<file path="src/rtl/riscv_dbus_fabric.sv">
// rtl/riscv_dbus_fabric.sv - address-decoded, one-outstanding data bus fabric for the core's data port
//
// Purpose:
//   Routes a single master data request to one of NUM_REGIONS slaves chosen
//   by (addr & mask_i) == base_i, lowest index winning on overlap. Slaves may
//   stall with s_ack low. Unmapped addresses return an error response.
//
// Optional feature macro: DBUS_TIMEOUT_EN
//   When defined, an access that sees no ack for TIMEOUT_CYCLES cycles is
//   abandoned and answered with m_err=1. When undefined, no counter exists
//   and ACCESS waits indefinitely.
//
// Ports:
//   clk, rst_n        clock (rising edge), asynchronous active-low reset
//   m_req/m_addr/m_wdata/m_we/m_be   master request, held until m_ready
//   m_ready/m_rdata/m_err            one-cycle response pulse with data/error
//   s_req             one-hot slave request (high only during ACCESS)
//   s_addr/s_wdata/s_we/s_be         registered payload shared by all slaves
//   s_rdata/s_ack     per-slave read data (flattened) and completion

module riscv_dbus_fabric #(
  parameter int unsigned                 NUM_REGIONS    = 2,
  parameter logic [NUM_REGIONS*32-1:0]   REGION_BASE    = {32'h00001000, 32'h00000000},
  parameter logic [NUM_REGIONS*32-1:0]   REGION_MASK    = {32'hFFFFF000, 32'hFFFFF000},
  parameter int unsigned                 TIMEOUT_CYCLES = 16
) (
  input  logic                        clk,
  input  logic                        rst_n,
  input  logic                        m_req,
  input  logic [31:0]                 m_addr,
  input  logic [31:0]                 m_wdata,
  input  logic                        m_we,
  input  logic [3:0]                  m_be,
  output logic                        m_ready,
  output logic [31:0]                 m_rdata,
  output logic                        m_err,
  output logic [NUM_REGIONS-1:0]      s_req,
  output logic [31:0]                 s_addr,
  output logic [31:0]                 s_wdata,
  output logic                        s_we,
  output logic [3:0]                  s_be,
  input  logic [NUM_REGIONS*32-1:0]   s_rdata,
  input  logic [NUM_REGIONS-1:0]      s_ack
);

  if (NUM_REGIONS < 1 || NUM_REGIONS > 8 || TIMEOUT_CYCLES < 1) begin : g_bad_cfg
    $error("riscv_dbus_fabric: NUM_REGIONS must be 1..8 and TIMEOUT_CYCLES >= 1");
  end

  typedef enum logic [1:0] {
    IDLE   = 2'd0,
    ACCESS = 2'd1,
    RESP   = 2'd2
  } state_e;

  state_e                   state_q,   state_d;
  logic                     m_ready_q, m_ready_d;
  logic [31:0]              m_rdata_q, m_rdata_d;
  logic                     m_err_q,   m_err_d;
  logic [NUM_REGIONS-1:0]   s_req_q,   s_req_d;
  logic [31:0]              s_addr_q,  s_addr_d;
  logic [31:0]              s_wdata_q, s_wdata_d;
  logic                     s_we_q,    s_we_d;
  logic [3:0]               s_be_q,    s_be_d;

  // Address decode: first matching region claims the access.
  logic [NUM_REGIONS-1:0]   hit_oh;
  logic                     hit_any;

  always_comb begin
    hit_oh  = '0;
    hit_any = 1'b0;
    for (int i = 0; i < NUM_REGIONS; i++) begin
      if (!hit_any && ((m_addr & REGION_MASK[32*i +: 32]) == REGION_BASE[32*i +: 32])) begin
        hit_oh[i] = 1'b1;
        hit_any   = 1'b1;
      end
    end
  end

  // s_req_q doubles as the registered one-hot region select, so acks and
  // read data from non-selected slaves are masked out here.
  logic        sel_ack;
  logic [31:0] sel_rdata;

  always_comb begin
    sel_ack   = |(s_ack & s_req_q);
    sel_rdata = '0;
    for (int i = 0; i < NUM_REGIONS; i++) begin
      if (s_req_q[i]) begin
        sel_rdata = sel_rdata | s_rdata[32*i +: 32];
      end
    end
  end

  logic tmo_hit;

`ifdef DBUS_TIMEOUT_EN
  localparam int unsigned      TMO_W    = $clog2(TIMEOUT_CYCLES + 1);
  localparam logic [TMO_W-1:0] TMO_LAST = TMO_W'(TIMEOUT_CYCLES - 1);

  logic [TMO_W-1:0] tmo_q, tmo_d;

  // Counts un-acked ACCESS cycles; zero everywhere else so each access starts fresh.
  always_comb begin
    tmo_d = '0;
    if (state_q == ACCESS && !sel_ack) begin
      tmo_d = tmo_q + TMO_W'(1);
    end
  end

  always_ff @(posedge clk or negedge rst_n) begin
    if (!rst_n) begin
      tmo_q <= '0;
    end else begin
      tmo_q <= tmo_d;
    end
  end

  assign tmo_hit = (state_q == ACCESS) && (tmo_q == TMO_LAST);
`else
  assign tmo_hit = 1'b0;
`endif

  always_comb begin
    state_d   = state_q;
    m_ready_d = 1'b0;
    m_rdata_d = m_rdata_q;
    m_err_d   = m_err_q;
    s_req_d   = s_req_q;
    s_addr_d  = s_addr_q;
    s_wdata_d = s_wdata_q;
    s_we_d    = s_we_q;
    s_be_d    = s_be_q;

    case (state_q)
      IDLE: begin
        if (m_req) begin
          if (hit_any) begin
            state_d   = ACCESS;
            s_req_d   = hit_oh;
            s_addr_d  = m_addr;
            s_wdata_d = m_wdata;
            s_we_d    = m_we;
            s_be_d    = m_be;
          end else begin
            state_d   = RESP;
            m_ready_d = 1'b1;
            m_err_d   = 1'b1;
            m_rdata_d = '0;
          end
        end
      end
      ACCESS: begin
        // A real ack takes priority over a timeout landing on the same cycle.
        if (sel_ack) begin
          state_d   = RESP;
          s_req_d   = '0;
          m_ready_d = 1'b1;
          m_err_d   = 1'b0;
          m_rdata_d = s_we_q ? 32'h0 : sel_rdata;
        end else if (tmo_hit) begin
          state_d   = RESP;
          s_req_d   = '0;
          m_ready_d = 1'b1;
          m_err_d   = 1'b1;
          m_rdata_d = '0;
        end
      end
      RESP: begin
        // m_ready_q is high for this one cycle; a still-high m_req is not sampled.
        state_d = IDLE;
      end
      default: begin
        state_d = IDLE;
        s_req_d = '0;
      end
    endcase
  end

  always_ff @(posedge clk or negedge rst_n) begin
    if (!rst_n) begin
      state_q   <= IDLE;
      m_ready_q <= 1'b0;
      m_rdata_q <= '0;
      m_err_q   <= 1'b0;
      s_req_q   <= '0;
      s_addr_q  <= '0;
      s_wdata_q <= '0;
      s_we_q    <= 1'b0;
      s_be_q    <= '0;
    end else begin
      state_q   <= state_d;
      m_ready_q <= m_ready_d;
      m_rdata_q <= m_rdata_d;
      m_err_q   <= m_err_d;
      s_req_q   <= s_req_d;
      s_addr_q  <= s_addr_d;
      s_wdata_q <= s_wdata_d;
      s_we_q    <= s_we_d;
      s_be_q    <= s_be_d;
    end
  end

  assign m_ready = m_ready_q;
  assign m_rdata = m_rdata_q;
  assign m_err   = m_err_q;
  assign s_req   = s_req_q;
  assign s_addr  = s_addr_q;
  assign s_wdata = s_wdata_q;
  assign s_we    = s_we_q;
  assign s_be    = s_be_q;

endmodule

</file>
<file path="config.mk">
export PLATFORM = sky130hd
export DESIGN_NAME = riscv_dbus_fabric
export DESIGN_NICKNAME = d
export VERILOG_FILES = /design/src/rtl/riscv_dbus_fabric.sv
export SDC_FILE = /design/constraint.sdc
export NUM_CORES = 1
export LEC_CHECK = 0
export CAP_MARGIN = 20
export CORE_ASPECT_RATIO = 1.75
export CORE_MARGIN = 2
export CORE_UTILIZATION = 38
export CTS_CLUSTER_DIAMETER = 120
export CTS_CLUSTER_SIZE = 30
export DETAILED_ROUTE_END_ITERATION = 16
export PLACE_DENSITY = 0.91
export SLEW_MARGIN = 40
export SYNTH_ARGS = -nofsm -noshare
export SYNTH_HDL_FRONTEND = slang
export SYNTH_SLANG_ARGS = --single-unit
</file>
<file path="constraint.sdc">
create_clock -name clk -period 2.6 [get_ports clk]
set_input_delay 0.39 -clock clk [delete_from_list [all_inputs] [get_ports clk]]
set_output_delay 0.39 -clock clk [all_outputs]
set_load 0.02 [all_outputs]
</file>
==> results.cfg, run 1 <==
[clocking]
total_number_of_h_tree_levels = 3
root_buffer = sky130_fd_sc_hd__clkbuf_16
cts_made_buffers = 9
sink_count_of_the_clock_tree = 107
clock_insertion_delay_at_the_later_pin_of_the_skew_report_ns = 0.33
max-clock-path-buffers = 2
tritoncts = yes
post_cts_resized = 0
register_clock_pin_slew_on_the_reported_worst_setup_and_hold_paths_ns = 0.07

[synth]
postSynthRegisterBits = 107
netlist_instances = 290
fraction_of_synthesis_flops_using_an_asynchronous_set_or_reset_pin = 1.000
mappedNetlistNets = 428
synth-main-ff-cell = sky130_fd_sc_hd__dfrtp_1
ys_warn_count = 0
synth_edf_count = 0
post_synth_instance_area_um2 = 4210
synth_top_cells_by_area = sky130_fd_sc_hd__dfrtp_1 (64%), sky130_fd_sc_hd__mux2_2 (12%), sky130_fd_sc_hd__o2bb2ai_1 (6.7%), sky130_fd_sc_hd__a22oi_1 (5.9%), sky130_fd_sc_hd__nor2b_1 (2.8%)
synth_sequential_area_ratio = 0.6360
synth.lib_cells_used.distinct = 27
synth.most_common_cell = sky130_fd_sc_hd__dfrtp_1
yosysTopAreaCellShare = 0.6360
yosysTopAreaCell = sky130_fd_sc_hd__dfrtp_1
ys_top_cells_by_count = sky130_fd_sc_hd__dfrtp_1 (107), sky130_fd_sc_hd__mux2_2 (46), sky130_fd_sc_hd__a22oi_1 (33)
synth.avg_cell_area_um2 = 14.52

[global_route]
grt_use_met2 = 0.4013
gr-max-usage-layer = met2
gr-usage-all-layers = 0.2100
gr-usage-met1 = 0.2095
maximum_number_of_pins_on_one_net_before_global_route_repair = 55
grt-ovfl-total = 0
first_global_vias = 3867
global_route_wire_length_before_repair_mm = 19.74
antenna_found_initial = 0
grt_util_met3 = 0.05954

[worst_setup_path]
critPathRequiredTime_ns = 2.21
setup.worst_path.class = flip-flop to primary output
cp_slowest_cell = sky130_fd_sc_hd__clkdlybuf4s50_1
critPathLaunchType = flip-flop
cp_capture_type = primary output
cpPeakStageDelay_ns = 0.67
worstPathMaxFanout = 34
reg2reg_setup_slack_ns = 0.69
crit_path_cell_trace = buf_4 -> clkdlybuf4s50_1
cp_data_arrival_time_ns = 1.69

[finish]
drive_above_1_share = 0.1378
register_area_um2 = 2678
area_growth_syn_to_layout_pct = 68.83
antennaDiodeCount = 0
final_core_density = 0.6606
filler_cell_count = 820
final_net_count = 671
multi_input_comb_area_um2 = 1376

[sta]
timing_hold_violations_final = 0
max_slew_headroom = 0.6629
layout_worst_path_cycle_share = 0.7986
clock_skew_ns = 0.01018
rsz_0062_raised_after_global_routing = false
finalMaxSlewViolations = 0
setup_violations = 0
timing.fmax_mhz = 481.6
post-route-min-period_ns = 2.076
setup_tns_ns = 0
max_slew.worst_pin.slew_ns = 0.5018

[route]
wl_per_cell_um = 18.99
dr.first_iter.drc_count = 139
detail_route.first_pass.iterations = 4
dr_total_vias = 3453
wirelength_mm = 12.66
post_drt_via_cell_ratio = 5.177
postRouteAntennaNets = 0
remaining_drc_errors = 0

[power]
power.density_cell_area_nw_per_um2 = 480.2
leakagePower_nw = 3.055
vdd_ir_drop_max_mv = 0.3638
total_power_mw = 3.413

[floorplan]
die_width_um = 83.57
dieHeight_um = 143.2
core_region_area_um2 = 10760
design.portCount = 243
start_util = 0.3913
floorplan.rows = 50
fp.dieArea_um2 = 11970

[run_status]
result_of_the_run = finished clean

[flow_run]
maxCapViolCount = 0

[worst_hold_path]
hold_path_class = input pin to asynchronous set/reset pin

[placement]
port_buffers = 242
dp.final_hpwl_mm = 9.921
placer_s_final_routability_congestion_estimate = 0.7759
layout make-up:
| type | instances | share of cell area |
|---|---|---|
| sequential | 107 | 0.3767 |
| timing repair buffer | 253 | 0.3594 |
| multi-input combinational | 157 | 0.1936 |
| clock buffer | 11 | 0.03415 |
| tap | 130 | 0.02288 |
| clock inverter | 4 | 0.01056 |
| inverter | 5 | 0.002640 |
where the power goes:
part | switching [mW] | internal (mW) | total, mW
Clock | 0.565 | 0.865 | 1.43
Sequential | 0.00306 | 1.67 | 1.67
Combinational | 0.106 | 0.206 | 0.312
routing by layer:
metal  vias to the layer above  share of wire
met1                      1723           0.33
met4                         0          0.029
met2                       155           0.58
met5                         -              0
li1                       1550              -
met3                        25          0.063
kinds of logic after synthesis:
group,Yosys count,synth area share
multiplexers,52,0.1385
buffers and inverters,26,0.03893
AO/OA/AOI/OAI,71,0.1364
flip-flops,107,0.6360
AND/OR/NAND/NOR,34,0.05022
flip-flops by register name (all words and copies together) (netlist names):
| signal | cells |
|---|---|
| m_rdata | 32 |
| s_be | 4 |
| s_we | 1 |
| state_q | 2 |
| m_ready | 1 |
| s_req | 2 |
| m_err | 1 |
| s_wdata | 32 |
| s_addr | 32 |
worst max-delay path, delay by kind of cell, from the launching register on:
kind / cells / cell delay, ns
flip-flops: 1 / 0.35
buffers and inverters: 2 / 1.00
metrics by stage:
| stage | setup slack (ns) | instance area, um2 | hold WS, ns | cells |
|---|---|---|---|---|
| detailed placement | 0.1888 | 6780 | 0.2988 | 651 |
| floorplan | 0.7290 | 4210 | 0.09441 | 290 |
| global route | 0.4511 | 7108 | 0.4934 | 667 |
| CTS | 0.5066 | 7108 | 0.4737 | 667 |
| global placement | 0.2339 | 6780 | 0.2929 | 651 |
| finish | 0.5237 | 7108 | 0.4854 | 667 |
placed cells by master, fill, tap and decap left out, drive strengths merged:
master and n:
clkdlybuf4s50 241, nor3 3, or3b 1, bufinv 2, nor2b 19, dlygate4sd3 1, nand3 1, mux2i 2
o21ai 1, a22oi 33, o2bb2ai 32, mux2 50, inv 5, a211oi 1, a31o 1, a21oi 1
buf 11, o31ai 1, nor4 4, dfrtp 107, nand2b 1, a21o 1, clkbuf 11, nand2 4
and3 1, clkinvlp 2
final timing paths:
kind                             from           to  depth (start not counted)
max                          s_req[0]     s_req[0]                          2
min in group clk           s_addr[12]   s_addr[12]                          1
min reg2reg                s_addr[12]   s_addr[12]                          1
max reg2reg                state_q[0]    s_addr[7]                          4
min                             rst_n   m_rdata[1]                          2
max in group asynchronous       rst_n  s_wdata[24]                          3
what timing repair did:
| item | in CTS | in global routing |
|---|---|---|
| hold buffers | 1 | 0 |
| hold endpoints to repair | 21 | 0 |
| setup buffers | 0 | 0 |
(Power assumes the default switching activity.)
==> run 2: changes to the inputs <==
--- a/config.mk
+++ b/config.mk
@@ -8,11 +8,11 @@
 export CAP_MARGIN = 20
 export CORE_ASPECT_RATIO = 1.75
 export CORE_MARGIN = 2
-export CORE_UTILIZATION = 38
+export CORE_UTILIZATION = 34
 export CTS_CLUSTER_DIAMETER = 120
 export CTS_CLUSTER_SIZE = 30
 export DETAILED_ROUTE_END_ITERATION = 16
-export PLACE_DENSITY = 0.91
+export PLACE_DENSITY = 0.87
 export SLEW_MARGIN = 40
 export SYNTH_ARGS = -nofsm -noshare
 export SYNTH_HDL_FRONTEND = slang
==> constraint.sdc (replaced) <==
create_clock -name clk -period 1.9 [get_ports clk]
set_input_delay 0.285 -clock clk [delete_from_list [all_inputs] [get_ports clk]]
set_output_delay 0.285 -clock clk [all_outputs]
set_load 0.02 [all_outputs]
==> run 2 against run 1 <==
- sequential share of layout area decreased by 2.0 points
- hold slack got worse by 0.48 ns
- combinational power increased by 45%
- clock power increased by 20%
- power increased by 31%
- design area increased by 5.6%
- via count about the same
- critical endpoint is now s_wdata[28]
==> results.cfg, run 2 (synthesis gave the netlist of run 1 again) <==
[run_status]
result_of_the_run = finished clean

[sta]
rsz_0062_raised_after_global_routing = true
timing_hold_violations_final = 0
hold-worst-slack_ns = 0.004532
finalMaxSlewViolations = 0
post-route-min-period_ns = 1.868
setup_tns_ns = 0
max_slew.worst_pin.slew_ns = 0.5662
setup_violations = 0
max_slew_headroom = 0.6225
timing.fmax_mhz = 535.4
layout_worst_path_cycle_share = 0.9830
clock_skew_ns = 0.01420

[worst_setup_path]
reg2reg_setup_slack_ns = 0.03
worstPathMaxFanout = 8
reg2reg_from = state_q[0]
critPathLaunchType = flip-flop
setup.worst_path.class = flip-flop to flip-flop
cp_capture_type = flip-flop
cp_data_arrival_time_ns = 2.08
ff2ff_path_depth = 6
crit-reg2reg-capture = s_wdata[28]
critPathRequiredTime_ns = 2.11

[finish]
antennaDiodeCount = 0
drive_above_1_share = 0.1805
final_core_density = 0.6219
filler_cell_count = 925
area_growth_syn_to_layout_pct = 78.28
layout.cells.most_common = sky130_fd_sc_hd__clkdlybuf4s50_1
layout.cells.most_common_list = sky130_fd_sc_hd__clkdlybuf4s50_1 (223), sky130_fd_sc_hd__dfrtp_1 (107), sky130_fd_sc_hd__a22oi_1 (33)
final_net_count = 687

[floorplan]
design.portCount = 243
floorplan.rows = 53
die_width_um = 88.12
core_region_area_um2 = 12070
start_util = 0.3488
fp.dieArea_um2 = 13320
dieHeight_um = 151.2

[global_route]
grt-ovfl-total = 0
global_route_wire_length_before_repair_mm = 19.02
gr-usage-all-layers = 0.1868
first_global_vias = 3801
antenna_found_initial = 0
maximum_number_of_pins_on_one_net_before_global_route_repair = 108

[route]
postRouteAntennaNets = 0
detail_route.first_pass.iterations = 4
dr_total_vias = 3454
wirelength_mm = 13.27
dr.first_iter.drc_count = 116
remaining_drc_errors = 0
wl_per_cell_um = 18.46
post_drt_via_cell_ratio = 4.804

[clocking]
cts_made_buffers = 9
total_number_of_h_tree_levels = 3
register_clock_pin_slew_on_the_reported_worst_setup_and_hold_paths_ns = 0.07
tritoncts = yes
clock_insertion_delay_at_the_later_pin_of_the_skew_report_ns = 0.34
max-clock-path-buffers = 2
root_buffer = sky130_fd_sc_hd__clkbuf_16
sink_count_of_the_clock_tree = 107

[power]
total_power_mw = 4.459
vdd_ir_drop_max_mv = 0.4698
power.density_cell_area_nw_per_um2 = 594.1
leakagePower_nw = 3.371

[placement]
dp.final_hpwl_mm = 9.321
port_buffers = 242
placer_s_final_routability_congestion_estimate = 0.7786

[flow_run]
maxCapViolCount = 0

[worst_hold_path]
hold_path_class = input pin to asynchronous set/reset pin
run 2: cell count changes in the layout (fill, tap and decap cells not counted), moves of 5 or more:
| cell | change |
|---|---|
| sky130_fd_sc_hd__buf_4 | +6 |
| sky130_fd_sc_hd__buf_6 | +5 |
| sky130_fd_sc_hd__clkdlybuf4s50_1 | -18 |
| sky130_fd_sc_hd__dlymetal6s2s_1 | +16 |
| sky130_fd_sc_hd__mux2_2 | -14 |
| sky130_fd_sc_hd__mux2_4 | +14 |
run 2: power by group:
| part | switching (mW) | leakage (nW) | internal [mW] |
|---|---|---|---|
| Sequential | 0.00230 | 1.49 | 2.28 |
| Clock | 0.821 | 0.138 | 0.902 |
| Combinational | 0.161 | 1.75 | 0.291 |
| Total | 0.984 | 3.37 | 3.48 |
run 2: worst max path at each step:
stage	cells past startpoint	endpoint	start	slack [ns]
2_1_floorplan	4	s_addr[0]	state_q[0]	0.07
6_report	6	s_wdata[28]	state_q[0]	0.03
4_1_cts	8	s_wdata[26]	m_addr[25]	-0.01
3_3_place_gp	6	s_addr[9]	m_addr[17]	-0.32
5_1_grt	6	s_we	state_q[0]	-0.01
3_5_place_dp	6	s_wdata[28]	m_addr[21]	-0.40
run 2: metal layers:
layer	GRT usage	part of all wire	vias to the layer above
met3	0.04850	0.075	25
met1	0.1828	0.34	1679
met5	0	0	-
met4	0.06970	0.025	0
li1	-	-	1580
met2	0.3629	0.56	170
run 2: final cells by class:
type | instances | area, um2 | area share
repair buffers | 269 | 2831 | 0.3772
flip-flops and latches | 107 | 2678 | 0.3567
multi-input cells | 157 | 1498 | 0.1995
clock buffers | 10 | 229.0 | 0.03051
well taps | 165 | 206.4 | 0.02750
clock inverters | 6 | 45.04 | 0.006001
inverters | 5 | 18.77 | 0.002500
run 2: timing repair:
item	in CTS	in global routing
hold buffers	0	0
pin swaps	1	8
cloned	3	1
gates resized for setup	18	34
setup buffers	4	2
endpoints found under the setup margin	53	59
run 2: per-stage QoR:
step / instances / worst slack [ns] / area (um2)
floorplan: 290 / 0.06878 / 4210
CTS: 716 / -0.01425 / 7346
global route: 719 / -0.01439 / 7506
finish: 719 / 0.03236 / 7506
global placement: 693 / -0.3184 / 6889
detailed placement: 693 / -0.4028 / 6889
run 2: worst max-delay path, cell delays in order, from the launching register on:
cell,delay [ns]
sky130_fd_sc_hd__dfrtp_1,0.40
sky130_fd_sc_hd__or3b_4,0.41
sky130_fd_sc_hd__nor3_4,0.23
sky130_fd_sc_hd__buf_6,0.14
sky130_fd_sc_hd__buf_6,0.12
sky130_fd_sc_hd__buf_12,0.14
sky130_fd_sc_hd__mux2_4,0.31
